<file path="src/rtl/instruction_fetch.sv">
// Fetch stage: owns the PC, talks to instruction memory over req/ack,
// and drives the IF/ID register with a one-entry skid for stalled fetches.
module instruction_fetch #(
    parameter logic [31:0] RESET_PC  = 32'h0000_0000,
    parameter logic [31:0] NOP_INSTR = 32'h0000_0013
) (
    input  logic        clk,
    input  logic        rst_n,
    input  logic        stall,
    input  logic        flush,
    input  logic        pc_src,
    input  logic [31:0] pc_target,
    output logic        imem_req,
    output logic [31:0] imem_addr,
    input  logic        imem_ack,
    input  logic [31:0] imem_rdata,
    output logic [31:0] Instr,
    output logic [31:0] PC,
    output logic [31:0] PCPlus4,
    output logic        valid
);

    typedef enum logic [1:0] {
        START = 2'd0,
        REQ   = 2'd1,
        HOLD  = 2'd2
    } state_e;

    typedef struct packed {
        logic [31:0] instr;
        logic [31:0] pc;
        logic [31:0] pc4;
        logic        valid;
    } ifid_t;

    typedef struct packed {
        logic [31:0] instr;
        logic [31:0] pc;
        logic [31:0] pc4;
    } skid_t;

    state_e      state_q, state_d;
    logic [31:0] pc_q, pc_d;
    ifid_t       ifid_q, ifid_d;
    skid_t       skid_q, skid_d;

    logic        ack;
    logic [31:0] pc_inc;

    assign imem_req  = (state_q == REQ);
    assign imem_addr = {pc_q[31:2], 2'b00};
    assign ack       = imem_req & imem_ack;
    assign pc_inc    = imem_addr + 32'd4;

    assign Instr   = ifid_q.instr;
    assign PC      = ifid_q.pc;
    assign PCPlus4 = ifid_q.pc4;
    assign valid   = ifid_q.valid;

    // Next state: redirect beats flush beats stall beats normal fetch.
    always_comb begin
        state_d = state_q;
        pc_d    = pc_q;
        ifid_d  = ifid_q;
        skid_d  = skid_q;

        if (pc_src) begin
            pc_d    = {pc_target[31:2], 2'b00};
            state_d = REQ;
            if (flush) begin
                ifid_d.instr = NOP_INSTR;
                ifid_d.valid = 1'b0;
            end
        end else if (flush) begin
            // Any acked word is dropped and the PC stays put for a refetch.
            ifid_d.instr = NOP_INSTR;
            ifid_d.valid = 1'b0;
            state_d      = REQ;
        end else begin
            unique case (state_q)
                START: state_d = REQ;
                REQ: begin
                    if (ack) begin
                        pc_d = pc_inc;
                        if (stall) begin
                            skid_d.instr = imem_rdata;
                            skid_d.pc    = imem_addr;
                            skid_d.pc4   = pc_inc;
                            state_d      = HOLD;
                        end else begin
                            ifid_d.instr = imem_rdata;
                            ifid_d.pc    = imem_addr;
                            ifid_d.pc4   = pc_inc;
                            ifid_d.valid = 1'b1;
                        end
                    end
                end
                HOLD: begin
                    if (!stall) begin
                        ifid_d.instr = skid_q.instr;
                        ifid_d.pc    = skid_q.pc;
                        ifid_d.pc4   = skid_q.pc4;
                        ifid_d.valid = 1'b1;
                        state_d      = REQ;
                    end
                end
                default: state_d = START;
            endcase
        end
    end

    // State, PC, skid and IF/ID registers with asynchronous reset.
    always_ff @(posedge clk or negedge rst_n) begin
        if (!rst_n) begin
            state_q      <= START;
            pc_q         <= RESET_PC;
            skid_q       <= '0;
            ifid_q.instr <= NOP_INSTR;
            ifid_q.pc    <= 32'd0;
            ifid_q.pc4   <= 32'd0;
            ifid_q.valid <= 1'b0;
        end else begin
            state_q <= state_d;
            pc_q    <= pc_d;
            skid_q  <= skid_d;
            ifid_q  <= ifid_d;
        end
    end

endmodule

</file>
<file path="config.mk">
export PLATFORM = sky130hd
export DESIGN_NAME = instruction_fetch
export DESIGN_NICKNAME = d
export VERILOG_FILES = /design/src/rtl/instruction_fetch.sv
export SDC_FILE = /design/constraint.sdc
export NUM_CORES = 1
export LEC_CHECK = 0
export CORE_ASPECT_RATIO = 0.8
export CORE_MARGIN = 2
export CORE_UTILIZATION = 39
export CTS_CLUSTER_SIZE = 28
export DETAILED_ROUTE_END_ITERATION = 12
export PLACE_DENSITY_LB_ADDON = 0.08
export SETUP_SLACK_MARGIN = 0.2
export SLEW_MARGIN = 0
export SYNTH_ARGS = -nofsm -noshare
export SYNTH_HDL_FRONTEND = slang
export SYNTH_SLANG_ARGS = --single-unit
</file>
<file path="constraint.sdc">
create_clock -name clk -period 1.9 [get_ports clk]
set_input_delay 0.38 -clock clk [delete_from_list [all_inputs] [get_ports clk]]
set_output_delay 0.38 -clock clk [all_outputs]
set_load 0.005 [all_outputs]
</file>
### Word level (Yosys, flattened, before mapping)

Cells that the tools add are included.

| word-level totals | value |
|---|---|
| output and inout port bits | 130 |
| input port bits | 70 |
| logic and storage cells | 56 |
| register bits after elaboration | 225 |
| RAM bits | 0 |
| memories | 0 |
| bits in latches | 0 |
| bits in read-only memories | 0 |

| cells by class | value |
|---|---|
| add/subtract/negate cells | 1 |
| mux-type cells | 20 |
| shift operators | 0 |
| div/mod/pow operators | 0 |
| bitwise gates (word level) | 3 |
| order comparisons | 0 |
| equality and inequality tests | 13 |
| reduce and logical (&&, ||, !) cells | 10 |
| multipliers | 0 |

Operators by type and width:

| cell | count |
|---|---|
| $mux W97 | 3 |
| $mux W32 | 7 |
| $pmux W97 S2 | 1 |
| $add A32 B3 Y32 const B | 1 |
| $mux W2 | 5 |
| $reduce_and A5 Y1 | 2 |
| $ne A4 B4 Y1 const B | 2 |
| $ne A2 B2 Y1 const B | 3 |
| $ne A3 B3 Y1 const B | 2 |
| $pmux W2 S3 | 1 |
| $reduce_and A3 Y1 | 2 |
| $reduce_and A6 Y1 | 1 |
| $reduce_bool A2 Y1 | 3 |
| $ne A2 B1 Y1 const B | 2 |
| $ne A4 B3 Y1 const B | 1 |
| $mux W1 | 3 |
| $ne A3 B2 Y1 const B | 1 |
| $reduce_bool A3 Y1 | 1 |
| $eq A2 B1 Y1 const B | 1 |
| $eq A2 B2 Y1 const B | 1 |
| $logic_not A2 Y1 | 1 |
| $not A1 Y1 | 2 |
| $and A1 B1 Y1 | 1 |

### Longest topological paths before layout

Gate-level depths: netlist of the first run.

| depth | value |
|---|---|
| depth in word-level cells | 6 |
| mapped depth | 8 |
| depth with buffers taken out | 6 |

### Worst setup path after synthesis of the first run

OpenSTA, ideal clock, no wires.

| timing | value |
|---|---|
| kind | reg-to-reg |
| start point | register pc_q[2] |
| end point | register ifid_q (netlist bit PCPlus4[20]) |
| setup time | 0.125 ns |
| path slack | -0.244 ns |
| required time | 1.775 ns |
| period minus slack after synthesis | 2.144 ns |
| cell stages (with the launch flop) | 7 |
| path buffers | 0 |
| arrival | 2.020 ns |
| cell sequence | dfrtp_1 > ha_1 > nand4_1 > or4_4 > o21ai_2 > a31oi_1 > mux2_2 |

| between the ends | value |
|---|---|
| longest elaborated chain between the ends | 4 |

RTL lines:

| element | line | source |
|---|---|---|
| from (decl) | 43 | `logic [31:0] pc_q, pc_d;` |
| from (signal assigned) | 124 | `pc_q <= pc_d;` |
| $add A32 B3 Y32 | 53 | `assign pc_inc = imem_addr + 32'd4;` |
| $mux W97 | 85 | `if (stall) begin` |
| $mux W97 | 83 | `if (ack) begin` |
| $pmux W97 S2 | 80 | `unique case (state_q)` |
| to (signal assigned) | 126 | `ifid_q <= ifid_d;` |
| to (decl) | 44 | `ifid_t ifid_q, ifid_d;` |

Every way passes these cells. The select of a mux whose other input is x is not followed.
A chain may end at the register's enable or synchronous reset.

### Final worst setup path of the first run

| timing | value |
|---|---|
| start point | register pc_q[3] |
| end point | register ifid_q (netlist bit PCPlus4[20]) |

Same word-level chain as after synthesis.

==> metrics.md, run 1 <==
| Metric | Value |
|---|---|
| Clock buffer count from CTS | 24 |
| Dominant synthesized flop cell | sky130_fd_sc_hd__dfrtp_1 |
| Share of post-route cells with drive strength above 1 | 31.3% |
| Number of clock sinks | 217 |
| Number of design-rule violations left by the first detailed-router iteration | 604 |
| Worst-case clock skew | 0.0113 ns |
| Count of H-tree levels built during CTS | 1 |
| Core utilization of the finished layout | 65.6% |
| Signal arrival time at the worst endpoint | 2.30 ns |
| I/O Pins | 200 |
| Power per cell area | 834 mW/mm^2 |
| Crit path largest cell delay | 0.53 ns |
| Count of final hold-check violations | 0 |
| Total overflow reported by the global router | 0 |
| Ys Warns | 0 |
| Mean post-synth cell area | 8.75 um^2 |
| Buffers & Inverters on Critical Path | 0 |
| Share of Yosys cell area claimed by the top area cell type | 53.3% |
| Area of the placeable core | 0.0253 mm^2 |
| Gp weighted congestion | 0.870 |
| Switching power total | 3.97 mW |
| Antenna Violating Nets Remaining | 0 |
| Number of setup violations in the final report | 1 |
| Status | complete, but fails checks |
| Kind of end point of the critical path | register |
| Vias in the first global route | 9112 |
| Share of the cycle needed by the critical path after routing | 100% |
| Minimum clock period after layout | 1.91 ns |
| Die boundary height | 148 um |
| Setup Crit Path Kind | register to register |
| Number of storage elements in the synthesis netlist | 217 |
| Headroom to the max-slew limit | 63.1% |
| Post-detailed-route via-to-cell ratio | 5.22 |
| Detailed-router iteration count before antenna repair | 5 |
| Cell with the most instances after synthesis | sky130_fd_sc_hd__nand2_1 |
| Top cell type by total area after synthesis | sky130_fd_sc_hd__dfrtp_1 |
| Vias post-DR | 9632 |
| Highest attainable clock frequency | 0.524 GHz |
| Starting utilization of the core area | 39.7% |
| Worst-margin pin slew | 0.554 ns |
| Maximum number of pins on one net before global-route repair | 86 |
| Peak VDD IR | 0.000547 V |
| EDFF count, synth | 0 |
| Max cap viols | 0 |
| Reported leakage power | 7.70 nW |
| Overall die width | 183 um |
| Residual DRC count | 0 |
| Cell-internal power | 9.89 mW |
| Top cells by count, synth | sky130_fd_sc_hd__nand2_1 (404), sky130_fd_sc_hd__dfrtp_1 (214), sky130_fd_sc_hd__nor2_1 (83) |
| Share of total power in the clock network | 32.9% |
| Cells along the critical path | ha_4, nand4_1, or4_4, o21ai_2, a31oi_1, mux2_4 |
| Count of distinct cell types in the synthesized netlist | 48 |
| Violated checks | negative setup slack |
| Clock transition at path regs | 0.06 ns |
| Critical path data required time | 2.29 ns |
| Proportion of synthesized chip area in sequential cells | 54.1% |
| Proportion of power drawn by flip-flops and latches | 43.6% |
| Mapped cell area | 0.0101 mm^2 |
| CTS tree | yes |
| Gate count of the mapped netlist | 1149 |
| Ranking of synthesized cells by area | sky130_fd_sc_hd__dfrtp_1 (53%), sky130_fd_sc_hd__nand2_1 (15%), sky130_fd_sc_hd__o21ai_0 (3.2%) |
| Antenna Diode Count | 0 |
| Insertion delay of the later-clocked pin in the worst-skew pair | 0.51 ns |
| Avg WL per Cell | 18.9 um |
| Post-detail-place hpwl | 19.7 mm |
| Max-slew violation count | 0 |
| Final layout net count | 1576 |
| Sw Share | 28.6% |
| Cell family contributing the most delay on the critical path | simple AND/OR/NAND/NOR gates |
| Syn-to-layout area delta | 65.3% |
| Comb pwr share | 23.6% |
| Post-Place Worst Slack | -0.353 ns |
| Min setup slack post-route | -0.00660 ns |
| # rows | 52 |
| Wire length of the first global-routing pass | 51.8 mm |
| TNS Setup | -0.00660 ns |
| Largest buffer count on any clock path | 3 |
| Largest driver fanout on the critical path | 3 |
| Overall die area | 0.0271 mm^2 |
| Proportion of register bits with asynchronous set or reset after synthesis | 100% |
| Crit-path slowest cell | sky130_fd_sc_hd__or4_4 |
| Kind of start point of the critical path | register |
| Master cell of the clock root buffer | sky130_fd_sc_hd__clkbuf_16 |
| Port Buf Inserts | 191 |
| Antenna violations before repair | 0 |
| Overall fraction of global-route tracks in use | 24.5% |
| Final Routed Wirelength | 34.8 mm |
| Worst hold-check path type | input port to async pin |
| Setup repair after global routing missed its margin | true |
power by group through the flow:
stage | registers (mW) | logic [mW] | clock network, mW
2_1_floorplan | 5.96 | 1.06 | 0
3_3_place_gp | 6.00 | 2.57 | 0
3_5_place_dp | 6.02 | 2.62 | 0
4_1_cts | 5.93 | 2.83 | 4.62
5_1_grt | 6.14 | 3.58 | 4.88
6_report | 6.04 | 3.27 | 4.56
sequential cells by signal, indices dropped and copies added, names as in the netlist:
register / count
Instr: 32
PCPlus4: 30
state_q: 2
valid: 1
PC: 30
pc_q: 30
skid_q: 92
through the flow:
| step | hold WS (ns) | total power [mW] | cell area [um^2] | cells |
|---|---|---|---|---|
| 4_1_cts | 0.371 | 13.4 | 15200 | 1809 |
| 3_3_place_gp | 0.310 | 8.57 | 13000 | 1668 |
| 2_1_floorplan | 0.0844 | 7.03 | 10200 | 1154 |
| 3_5_place_dp | 0.311 | 8.63 | 13000 | 1668 |
| 5_1_grt | 0.394 | 14.6 | 16600 | 1844 |
| 6_report | 0.366 | 13.9 | 16600 | 1844 |
worst register-to-register path: stages, from the launching register on:
cell,delay [ns]
sky130_fd_sc_hd__dfrtp_2,0.39
sky130_fd_sc_hd__ha_4,0.14
sky130_fd_sc_hd__nand4_1,0.19
sky130_fd_sc_hd__or4_4,0.53
sky130_fd_sc_hd__o21ai_2,0.16
sky130_fd_sc_hd__a31oi_1,0.10
sky130_fd_sc_hd__mux2_4,0.27
layer usage:
metal  part of all wire [%]  GRT usage [%]
met1                     47           36.9
met2                     46           37.8
met3                    4.8           3.72
met4                    1.8           4.64
met5                      0              0
logic make-up after synthesis:
family                     count (synthesis)  synth area share, %
buffers and inverters                    106                 4.59
other                                      1               0.0373
adders and majority gates                  1                0.124
xor gates and xnor gates                  53                 4.62
DFF                                      217                 54.1
muxes                                      2                0.212
AOI/OAI and AO/OA                        178                 11.4
and+or+nand+nor                          591                 25.0
what timing repair did:
| action | in CTS | in global routing |
|---|---|---|
| buffers inserted | 87 | 26 |
| hold buffers | 1 | 0 |
| resized for setup | 270 | 276 |
| endpoints found under the hold margin | 40 | 0 |
| pin swaps | 58 | 87 |
| setup endpoints to repair | 215 | 155 |
| gates cloned | 12 | 9 |
cell usage in the layout (no fill, tap or decap), types with 12 or more instances in the layout:
| master | instances |
|---|---|
| sky130_fd_sc_hd__xnor2_1 | 13 |
| sky130_fd_sc_hd__dfrtp_1 | 211 |
| sky130_fd_sc_hd__nor2_4 | 49 |
| sky130_fd_sc_hd__nor2_1 | 31 |
| sky130_fd_sc_hd__buf_4 | 112 |
| sky130_fd_sc_hd__nand2_1 | 380 |
| sky130_fd_sc_hd__buf_6 | 75 |
| sky130_fd_sc_hd__dlygate4sd2_1 | 101 |
| sky130_fd_sc_hd__clkdlybuf4s15_1 | 14 |
| sky130_fd_sc_hd__o21ai_0 | 32 |
| sky130_fd_sc_hd__o211ai_1 | 13 |
| sky130_fd_sc_hd__buf_16 | 12 |
| sky130_fd_sc_hd__xor2_1 | 23 |
| sky130_fd_sc_hd__nand3_1 | 17 |
| sky130_fd_sc_hd__nand3_2 | 12 |
| sky130_fd_sc_hd__a311oi_2 | 21 |
| sky130_fd_sc_hd__o21ai_1 | 35 |
| sky130_fd_sc_hd__clkdlybuf4s50_1 | 65 |
| sky130_fd_sc_hd__a31oi_1 | 27 |
| sky130_fd_sc_hd__nand2_4 | 15 |
| sky130_fd_sc_hd__clkbuf_16 | 32 |
| sky130_fd_sc_hd__nand4_1 | 20 |
| sky130_fd_sc_hd__buf_12 | 25 |
path summary, 6_finish.rpt:
kind / start / end / slack, ns / cells after the start
setup reg to reg: pc_q[3]$_DFFE_PN0P_ / PCPlus4[20]$_DFFE_PN0P_ / -0.007 / 6
max in group asynchronous: rst_n / skid_q[20]$_DFFE_PN0P_ / 0.85 / 3
hold reg to reg: skid_q[50]$_DFFE_PN0P_ / skid_q[50]$_DFFE_PN0P_ / 0.47 / 2
hold / removal: rst_n / skid_q[41]$_DFFE_PN0P_ / 0.37 / 2
setup / recovery: pc_q[3]$_DFFE_PN0P_ / PCPlus4[20]$_DFFE_PN0P_ / -0.007 / 6
min in group clk: pc_target[30] / pc_q[30]$_DFFE_PN0P_ / 0.42 / 3
layout make-up:
class,instances,area (um^2)
fill,2034,8700
tap,324,405
clock inverter,6,58.8
timing repair buffer,426,4520
sequential,217,5440
clock buffer,35,693
multi-input combinational,831,5480
inverter,5,18.8
(Power assumes the default switching activity.)
==> inputs of run 2 (changes only) <==
--- a/config.mk
+++ b/config.mk
@@ -11,8 +11,9 @@
 export CTS_CLUSTER_SIZE = 28
 export DETAILED_ROUTE_END_ITERATION = 12
 export PLACE_DENSITY_LB_ADDON = 0.08
+export REMOVE_ABC_BUFFERS = 1
 export SETUP_SLACK_MARGIN = 0.2
-export SLEW_MARGIN = 0
+export SLEW_MARGIN = 5
 export SYNTH_ARGS = -nofsm -noshare
 export SYNTH_HDL_FRONTEND = slang
 export SYNTH_SLANG_ARGS = --single-unit
==> run 2 against run 1 <==
Effect of this change:
- the run still ends with negative setup slack left
- sequential cell count stayed put
- worst setup slack lost 0.12 ns
- cell count is 0.60% lower
- die area unchanged
- maximum frequency is 6.0% lower
- largest power group unchanged
- clock skew increased by 0.0052 ns
- sequential share of layout area grew 0.62 points
==> metrics.md, run 2 (same netlist as run 1, synthesis figures left out) <==
| Metric | Value |
|---|---|
| Kind of end point of the critical path | register |
| Proportion of power drawn by flip-flops and latches | 43.9% (+0.3 points) |
| Status | complete, but fails checks |
| Top reg by flops | skid_q |
| Number of design-rule violations left by the first detailed-router iteration | 809 (+34%) |
| Starting utilization of the core area | 39.7% (unchanged) |
| Max-slew violation count | 0 (unchanged) |
| Detailed-router iteration count before antenna repair | 5 (unchanged) |
| Endpoint of the worst setup timing path | PCPlus4[20]$_DFFE_PN0P_ |
| Clock transition at path regs | 0.06 ns (about the same) |
| Port Buf Inserts | 191 (unchanged) |
| Kind of start point of the critical path | register |
| Largest buffer count on any clock path | 3 (unchanged) |
| Clock buffer count from CTS | 24 (unchanged) |
| Wire length of the first global-routing pass | 52.2 mm (+0.68%) |
| Area of the placeable core | 0.0253 mm^2 (unchanged) |
| Maximum number of pins on one net before global-route repair | 86 (unchanged) |
| Residual DRC count | 0 (unchanged) |
| Max cap viols | 0 (unchanged) |
| Critical path data required time | 2.31 ns (+0.02 ns) |
| Overall fraction of global-route tracks in use | 24.5% (+0.031 points) |
| Violated checks | negative setup slack |
| Share of the cycle needed by the critical path after routing | 107% (+6.4 points) |
| Worst-case clock skew | 0.0166 ns (+0.00523 ns) |
| Power per cell area | 840 mW/mm^2 (+0.65%) |
| Switching power total | 3.94 mW (-0.70%) |
| Setup Crit Path Kind | register to register |
| Min setup slack post-route | -0.129 ns (-0.122 ns) |
| Die boundary height | 148 um (unchanged) |
| Cell-internal power | 9.76 mW (-1.4%) |
| Total overflow reported by the global router | 0 (unchanged) |
| Vias post-DR | 9671 (+0.40%) |
| Highest attainable clock frequency | 0.493 GHz (-6.0%) |
| Signal arrival time at the worst endpoint | 2.44 ns (+0.14 ns) |
| Final Routed Wirelength | 35.7 mm (+2.6%) |
| Fillers | 2045 (+0.54%) |
| Most common cell after layout, fill and taps aside | sky130_fd_sc_hd__nand2_1 |
| Number of setup violations in the final report | 47 (+46) |
| Post-detail-place hpwl | 19.8 mm (+0.62%) |
| Tightest hold margin | 0.356 ns (-0.0101 ns) |
| Most frequent cells in the layout | sky130_fd_sc_hd__nand2_1 (362), sky130_fd_sc_hd__dfrtp_1 (209), sky130_fd_sc_hd__buf_4 (113) |
| TNS Setup | -1.90 ns (-1.89 ns) |
| Post-detailed-route via-to-cell ratio | 5.28 (+1.0%) |
| Overall die width | 183 um (unchanged) |
| Minimum clock period after layout | 2.03 ns (+0.122 ns) |
| Overall die area | 0.0271 mm^2 (unchanged) |
| Vias in the first global route | 9078 (-0.37%) |
| Sw Share | 28.8% (+0.14 points) |
| Reg-to-reg startpoint | pc_q[2]$_DFFE_PN0P_ |
| Gp weighted congestion | 0.808 (-7.0%) |
| Number of cell instances on the worst register-to-register path | 6 (unchanged) |
| Count of final hold-check violations | 0 (unchanged) |
| Cell area after placement | 0.0129 mm^2 (-0.88%) |
| Syn-to-layout area delta | 62.3% |
| Setup repair after global routing missed its margin | true |
| Antenna Violating Nets Remaining | 0 (unchanged) |
| Share of post-route cells with drive strength above 1 | 32.6% (+1.4 points) |
| Share of total power in the clock network | 33.1% (+0.2 points) |
| Avg WL per Cell | 19.5 um (+3.2%) |
| Comb pwr share | 22.9% (-0.7 points) |
| I/O Pins | 200 (unchanged) |
| Final layout net count | 1564 (-0.76%) |
| Finished layout cell area | 0.0163 mm^2 (-1.8%) |
| Antenna Diode Count | 0 (unchanged) |
| Largest driver fanout on the critical path | 3 (unchanged) |
| Worst-margin pin slew | 0.622 ns (+0.0687 ns) |
| Master cell of the clock root buffer | sky130_fd_sc_hd__clkbuf_16 |
| Insertion delay of the later-clocked pin in the worst-skew pair | 0.52 ns (about the same) |
| Headroom to the max-slew limit | 58.5% (-4.6 points) |
| Count of H-tree levels built during CTS | 1 (unchanged) |
| Worst hold-check path type | input port to async pin |
| Antenna violations before repair | 0 (unchanged) |
| Max FFs per register | 92 (unchanged) |
| Number of clock sinks | 217 (unchanged) |
| Peak VDD IR | 0.000585 V (+6.9%) |
| Reported leakage power | 7.50 nW (-2.6%) |
| CTS tree | yes |
| Critical Path Source | pc_q[2]$_DFFE_PN0P_ |
| Endpoint of the most critical register-to-register path | PCPlus4[20]$_DFFE_PN0P_ |
| Setup slack of the most critical reg-to-reg path | -0.13 ns (-0.12 ns) |
| # rows | 52 (unchanged) |
[run 2: changes by cell type in the layout (fill, tap and decap cells not counted), moves of 10 or more]
cell / before / now
sky130_fd_sc_hd__nor2_2: 4 / 26
sky130_fd_sc_hd__nand2_2: 9 / 28
sky130_fd_sc_hd__nand2_1: 380 / 362
sky130_fd_sc_hd__buf_6: 75 / 60
sky130_fd_sc_hd__o21ai_0: 32 / 17
sky130_fd_sc_hd__nor2_4: 49 / 37
sky130_fd_sc_hd__nor2_1: 31 / 21
sky130_fd_sc_hd__o21ai_1: 35 / 45
[run 2: worst min-delay path by stage]
| stage | from | to | slack [ns] |
|---|---|---|---|
| floorplan | rst_n | Instr[10]$_DFFE_PN0P_ | 0.08 |
| global placement | rst_n | skid_q[92]$_DFFE_PN0P_ | 0.29 |
| detailed placement | rst_n | skid_q[92]$_DFFE_PN0P_ | 0.29 |
| CTS | rst_n | skid_q[92]$_DFFE_PN0P_ | 0.35 |
| global route | rst_n | Instr[21]$_DFFE_PN0P_ | 0.37 |
| finish | rst_n | skid_q[69]$_DFFE_PN0P_ | 0.36 |
[run 2: final cells by class]
type / instances / area [um^2] / share of cell area (%)
clock buffer: 36 / 727 / 4.46
clock inverter: 6 / 30.0 / 0.184
inverter: 5 / 18.8 / 0.115
multi-input combinational: 831 / 5310 / 32.6
sequential: 217 / 5440 / 33.4
tap: 324 / 405 / 2.49
timing repair buffer: 414 / 4380 / 26.8
[run 2: power by group through the flow]
stage               sequential [mW]  combinational [mW]  clock [mW]
floorplan                      6.02               0.910           0
global placement               5.98                2.56           0
detailed placement             6.00                2.59           0
CTS                            5.92                2.81        4.60
global route                   6.12                3.43        4.79
finish                         6.02                3.14        4.54
[run 2: metrics by stage]
| step | std cells | util [%] | total power [mW] | worst slack (ns) |
|---|---|---|---|---|
| finish | 1833 | 64.4 | 13.7 | -0.129 |
| global route | 1833 | 64.4 | 14.3 | -0.221 |
| CTS | 1797 | 59.6 | 13.3 | -0.0751 |
| detailed placement | 1662 | 51.0 | 8.60 | -0.395 |
| global placement | 1662 | 51.0 | 8.55 | -0.358 |
| floorplan | 1053 | - | 6.93 | -4.52 |
[run 2: what timing repair did]
| item | CTS | global route |
|---|---|---|
| resized for setup | 335 | 227 |
| pin swaps | 67 | 95 |
| endpoints found under the hold margin | 32 | 0 |
| hold buffers | 1 | 0 |
| cloned | 8 | 10 |
| buffers inserted | 84 | 26 |
| endpoints found under the setup margin | 244 | 185 |
[run 2: metal layers]
layer / vias to the layer above / routed length (um) / track usage (%)
met5: - / 0 / 0
met4: 0 / 735 / 5.52
met3: 45 / 1950 / 3.52
met2: 307 / 16700 / 38.0
met1: 4803 / 16400 / 36.5
li1: 4516 / - / -
[run 2: worst max-delay path: stages (launching register included)]
cell and delay [ns]:
sky130_fd_sc_hd__dfrtp_1 0.40, sky130_fd_sc_hd__ha_2 0.20, sky130_fd_sc_hd__nand4_1 0.15, sky130_fd_sc_hd__or4_4 0.62, sky130_fd_sc_hd__o21ai_4 0.16, sky130_fd_sc_hd__a31oi_1 0.11, sky130_fd_sc_hd__mux2_4 0.29
==> inputs of run 3 (changes only) <==
--- a/config.mk
+++ b/config.mk
@@ -12,7 +12,6 @@
 export DETAILED_ROUTE_END_ITERATION = 12
 export PLACE_DENSITY_LB_ADDON = 0.08
 export REMOVE_ABC_BUFFERS = 1
-export SETUP_SLACK_MARGIN = 0.2
 export SLEW_MARGIN = 5
 export SYNTH_ARGS = -nofsm -noshare
 export SYNTH_HDL_FRONTEND = slang
==> run 3 against run 2 <==
Effect of this change:
- the flow still finishes with violations (negative setup slack)
- wire length down 10%
- maximum frequency up 2.0%
- design area down 11%
- global-route usage down 2.1 points
- clock skew up 0.0026 ns
- register-to-register slack better by 0.04 ns
- core utilization down 6.8 points
- critical path type unchanged
- die area unchanged
- sequential power down 1%
- combinational power down 11%
- worst setup slack better by 0.040 ns
- largest power group unchanged
- cell count down 4.1%
==> metrics.md, run 3 (same netlist as run 1, synthesis figures left out) <==
| Metric | Value |
|---|---|
| Cell depth of the worst setup path | 6 (unchanged) |
| Headroom to the max-slew limit | 61.7% (+3.2 points) |
| Reg-to-reg startpoint | pc_q[2]$_DFFE_PN0P_ |
| Final instance count without filler cells | 1757 (-4.1%) |
| Avg WL per Cell | 18.2 um (-6.6%) |
| Share of total power in the clock network | 34.2% (+1.1 points) |
| Max FFs per register | 92 (unchanged) |
| Setup Crit Path Kind | register to register |
| Insertion delay of the later-clocked pin in the worst-skew pair | 0.53 ns (about the same) |
| Largest buffer count on any clock path | 3 (unchanged) |
| Switching power total | 3.65 mW (-7.4%) |
| Violated checks | negative setup slack |
| Share of the cycle needed by the critical path after routing | 105% (-2.1 points) |
| Share of post-route cells with drive strength above 1 | 17.4% (-15 points) |
| Met3 track demand over resource in global routing | 3.67% (+0.15 points) |
| Gp weighted congestion | 0.808 (unchanged) |
| Vias in the first global route | 8531 (-6.0%) |
| Largest driver fanout on the critical path | 3 (unchanged) |
| Cell family contributing the most delay on the critical path | simple AND/OR/NAND/NOR gates |
| Max cap viols | 0 (unchanged) |
| Worst-case clock skew | 0.0191 ns (+0.00258 ns) |
| Area of the placeable core | 0.0253 mm^2 (unchanged) |
| Most frequent cells in the layout | sky130_fd_sc_hd__nand2_1 (402), sky130_fd_sc_hd__dfrtp_1 (209), sky130_fd_sc_hd__clkdlybuf4s50_1 (162) |
| Peak VDD IR | 0.000587 V (+0.42%) |
| Min setup slack post-route | -0.0894 ns (+0.0396 ns) |
| Status | complete, but fails checks |
| Number of design-rule violations left by the first detailed-router iteration | 653 (-19%) |
| Tightest hold margin | 0.354 ns (-0.00221 ns) |
| Wire length of the first global-routing pass | 48.1 mm (-7.7%) |
| Master cell of the clock root buffer | sky130_fd_sc_hd__clkbuf_16 |
| Post-detail-place hpwl | 19.8 mm (unchanged) |
| Antenna Violating Nets Remaining | 0 (unchanged) |
| Die boundary height | 148 um (unchanged) |
| Port Buf Inserts | 191 (unchanged) |
| Layer with the highest usage after global routing | met1 |
| Critical Path Source | pc_q[2]$_DFFE_PN0P_ |
| Setup repair after global routing missed its margin | true |
| Cells along the critical path | ha_1, nand4_1, or4_4, o21ai_4, a31oi_1, mux2_2 |
| Number of clock sinks | 217 (unchanged) |
| Clock transition at path regs | 0.06 ns (about the same) |
| Count of H-tree levels built during CTS | 1 (unchanged) |
| Clock buffer count from CTS | 24 (unchanged) |
| GR Util met1 | 33.9% (-2.6 points) |
| Number of cell instances on the worst register-to-register path | 6 (unchanged) |
| Antenna Diode Count | 0 (unchanged) |
| Buffers & Inverters on Critical Path | 0 (unchanged) |
| Detailed-router iteration count before antenna repair | 5 (unchanged) |
| Proportion of power drawn by flip-flops and latches | 44.6% (+0.7 points) |
| # rows | 52 (unchanged) |
| Worst hold-check path type | input port to async pin |
| Signal arrival time at the worst endpoint | 2.40 ns (-0.04 ns) |
| Top reg by flops | skid_q |
| Comb pwr share | 21.2% (-1.7 points) |
| Post-detailed-route via-to-cell ratio | 5.18 (-1.7%) |
| Maximum number of pins on one net before global-route repair | 86 (unchanged) |
| Endpoint of the worst setup timing path | PCPlus4[20]$_DFFE_PN0P_ |
| Cell-internal power | 9.63 mW (-1.3%) |
| Overall fraction of global-route tracks in use | 22.4% (-2.1 points) |
| Crit-path slowest cell | sky130_fd_sc_hd__or4_4 |
| Final layout net count | 1488 (-4.9%) |
| Highest attainable clock frequency | 0.503 GHz (+2.0%) |
| Critical path data required time | 2.31 ns (about the same) |
| Number of setup violations in the final report | 17 (-64%) |
| CTS tree | yes |
| Sw Share | 27.5% (-1.3 points) |
| Setup slack of the most critical reg-to-reg path | -0.09 ns (+0.04 ns) |
| Fraction of met2 tracks used by global routing | 33.9% (-4.1 points) |
| Vias post-DR | 9109 (-5.8%) |
| Final Routed Wirelength | 32.0 mm (-10%) |
| Minimum clock period after layout | 1.99 ns (-0.0396 ns) |
| Overall die width | 183 um (unchanged) |
| Kind of end point of the critical path | register |
| Overall die area | 0.0271 mm^2 (unchanged) |
| Worst-margin pin slew | 0.575 ns (-0.0477 ns) |
| Residual DRC count | 0 (unchanged) |
| Total overflow reported by the global router | 0 (unchanged) |
| Max-slew violation count | 0 (unchanged) |
| Reported leakage power | 6.64 nW (-11%) |
| Count of final hold-check violations | 0 (unchanged) |
| Kind of start point of the critical path | register |
| Antenna violations before repair | 0 (unchanged) |
| Power per cell area | 911 mW/mm^2 (+8.4%) |
| Cell count after placement | 1662 (unchanged) |
| Syn-to-layout area delta | 45.1% |
| Endpoint of the most critical register-to-register path | PCPlus4[20]$_DFFE_PN0P_ |
| Most common cell after layout, fill and taps aside | sky130_fd_sc_hd__nand2_1 |
| Starting utilization of the core area | 39.7% (unchanged) |
| Crit path largest cell delay | 0.58 ns (-0.04 ns) |
| I/O Pins | 200 (unchanged) |
==> run 3: cell count changes in the layout (fill, tap and decap cells not counted), sizes merged <==
cell,before,now
clkbuf,52,42
dlymetal6s2s,0,14
dlygate4sd2,100,12
clkdlybuf4s15,15,0
clkdlybuf4s50,65,162
buf,217,143
==> run 3: stage by stage <==
stage	setup slack, ns	util (%)	power (mW)	setup TNS [ns]	instance area [um^2]
after CTS	-0.0872	55.3	13.3	-0.767	14000
after detailed placement	-0.395	51.0	8.60	-53.18	12900
after global placement	-0.358	51.0	8.55	-47.23	12900
after global routing	-0.141	57.6	13.9	-2.77	14600
after floorplan	-4.52	-	6.93	-472.97	9630
final	-0.0894	57.6	13.3	-0.418	14600
==> run 3: metal layers <==
metal | up-vias | part of all wire, %
li1 | 4365 | -
met1 | 4409 | 48
met2 | 294 | 44
met3 | 41 | 5.7
met4 | 0 | 2.0
met5 | - | 0
==> run 3: final cells by class <==
class / count / area, um^2
Fill cell: 2226 / 10700
Sequential cell: 217 / 5440
Multi-Input combinational cell: 831 / 4420
Timing Repair Buffer: 338 / 3540
Clock buffer: 36 / 727
Tap cell: 324 / 405
Clock inverter: 6 / 30.0
Inverter: 5 / 18.8
==> run 3: how the worst min path moves through the flow <==
stage,end,from,depth (start not counted)
after CTS,pc_q[30]$_DFFE_PN0P_,pc_src,3
after detailed placement,skid_q[92]$_DFFE_PN0P_,rst_n,1
after global placement,skid_q[92]$_DFFE_PN0P_,rst_n,1
final,skid_q[89]$_DFFE_PN0P_,rst_n,2
after floorplan,Instr[10]$_DFFE_PN0P_,rst_n,0
after global routing,pc_q[30]$_DFFE_PN0P_,pc_src,3
==> run 3: worst reg2reg max path, stage by stage (launching register included) <==
cell and delay (ns):
sky130_fd_sc_hd__dfrtp_1 0.38, sky130_fd_sc_hd__ha_1 0.18, sky130_fd_sc_hd__nand4_1 0.17, sky130_fd_sc_hd__or4_4 0.58, sky130_fd_sc_hd__o21ai_4 0.18, sky130_fd_sc_hd__a31oi_1 0.10
sky130_fd_sc_hd__mux2_2 0.28
==> run 3: power groups by stage <==
| stage | logic, mW | registers, mW | clock network (mW) |
|---|---|---|---|
| 2_1_floorplan | 0.910 | 6.02 | 0 |
| 3_3_place_gp | 2.56 | 5.98 | 0 |
| 3_5_place_dp | 2.59 | 6.00 | 0 |
| 4_1_cts | 2.73 | 5.92 | 4.60 |
| 5_1_grt | 3.09 | 6.03 | 4.79 |
| 6_report | 2.81 | 5.93 | 4.54 |
==> run 3: repair_timing <==
| item | CTS | global route |
|---|---|---|
| hold buffers | 1 | 0 |
| pin swaps | 0 | 27 |
| hold endpoints to repair | 32 | 0 |
| setup endpoints to repair | 38 | 119 |
| resized for setup | 42 | 77 |
| buffers inserted | 31 | 16 |
| cloned | 0 | 7 |
==> RTL edit: new RTL, flow settings as in run 2 <==
Re-encode `state_e` (3 states) as one-hot, 3 bits wide.
--- a/src/rtl/instruction_fetch.sv
+++ b/src/rtl/instruction_fetch.sv
@@ -21,8 +21,8 @@
 );
 
-    typedef enum logic [1:0] {
-        START = 2'd0,
-        REQ   = 2'd1,
-        HOLD  = 2'd2
+    typedef enum logic [2:0] {
+        START = 3'b001,
+        REQ   = 3'b010,
+        HOLD  = 3'b100
     } state_e;
 
Behaviour: no difference found for any inputs over 4 cycles, from zero or initial values and one cycle with rst_n low; so few cycles prove little.
==> RTL edit against run 2 <==
Design area up 11%; first-iteration DRC count fell by 13%; fmax down 4.8%; combinational power is 27% higher; wire length grew 9.1%; the run still ends with negative setup slack left; clock skew is 0.0076 ns lower; largest cell class is now non-clock buffers; power grew 9.0%; clock power grew 4%; non-clock buffer count up 93; count of clock-buffer cells in the layout up 2; area after synthesis about the same; worst setup slack worse by 0.10 ns; sequential cell count grew 1.
==> RTL edit: results (changes against run 2) <==
* Status: complete, but fails checks
* Maximum VDD drop at 0.0006563 V (+12%)
* P&R area growth vs syn at 79.74%
* Worst Hold Class: in -> reg
* WL per Instance at 21.31 um (+9.4%)
* Number of clock buffers in the layout at 38 (+5.6%)
* Worst slew margin relative to its limit at 50.69% (-7.8 points)
* Sequential cell area at 5468 um2 (+0.51%)
* Comb power frac at 26.7% (+3.8 points)
* Failing checks: negative setup slack
* Total Routing Usage GR at 27.79% (+3.3 points)
* Vias in the first global route at 9756 (+7.5%)
* Sinks on Clock Net at 218 (+0.46%)
* Vias/cell at 5.481 (+3.9%)
* Setup ws final at -0.2311 ns (-0.1020 ns)
* Synth top area cells: dfrtp_1 53%, nand2_1 7.9%, mux2_2 7.2%
* Initial antenna violation count at 1 (+1)
* First-pass GRT wire length at 57730 um (+11%)
* GPL Wtd Cong at 0.7954 (-1.6%)
* Largest net degree at the start of global routing at 59 (-31%)
* Switch Pwr at 4.243 mW (+7.7%)
* Endpoints failing setup at 197 (+320%)
* Hold Slack at 0.1074 ns (-0.2484 ns)
* Number of placed instances, taps included at 1582 (-4.8%)
* Clock power share at 31.5% (-1.6 points)
* Crit path max-delay cell type: dfrtp_1
* Clk cell area share at 4.352% (-0.29 points)
* Sequential cell area fraction in the yosys report at 54.27% (+0.21 points)
* Dpl hpwl at 20080 um (+1.2%)
* Non-clk invs at 11 (+6)
* Crit path max-delay family: buffers and inverters
* Worst clock skew at 0.008948 ns (-0.007624 ns)
* Post-DP Area at 13110 um2 (+1.6%)
* Post-CTS Resized at 447 (+33%)
* Number of fill cells at 1750 (-14%)
* Non-Filler Instances at 1828 (-0.27%)
## RTL edit: changes by cell type after synthesis, moves of 15 or more
cell      before  now
mux2_2         1   64
nand2_1      404  213
nor3_1        12   28
nand3_1       35   20
clkbuf_1      74   54
xor2_1        36   13
a21oi_1        8   27
## RTL edit: logic make-up (layout without fill, tap and decap cells)
logic type / Yosys count / after routing / share of synthesized area, %
AND/OR/NAND/NOR: 411 / 412 / 18.23
AO/OA/AOI/OAI: 200 / 200 / 12.35
buffers and inverters: 99 / 561 / 4.228
adder cells (fa/ha/maj): 1 / 1 / 0.1243
flip-flops: 218 / 218 / 54.27
other: 1 / 7 / 0.03727
multiplexers: 66 / 66 / 7.362
XOR/XNOR: 39 / 39 / 3.395
## RTL edit: per-layer routing
layer | share of wire (%) | global-route usage [%]
met1 | 46 | 41.68
met2 | 46 | 41.72
met3 | 6.0 | 4.533
met4 | 2.5 | 7.600
met5 | 0 | 0
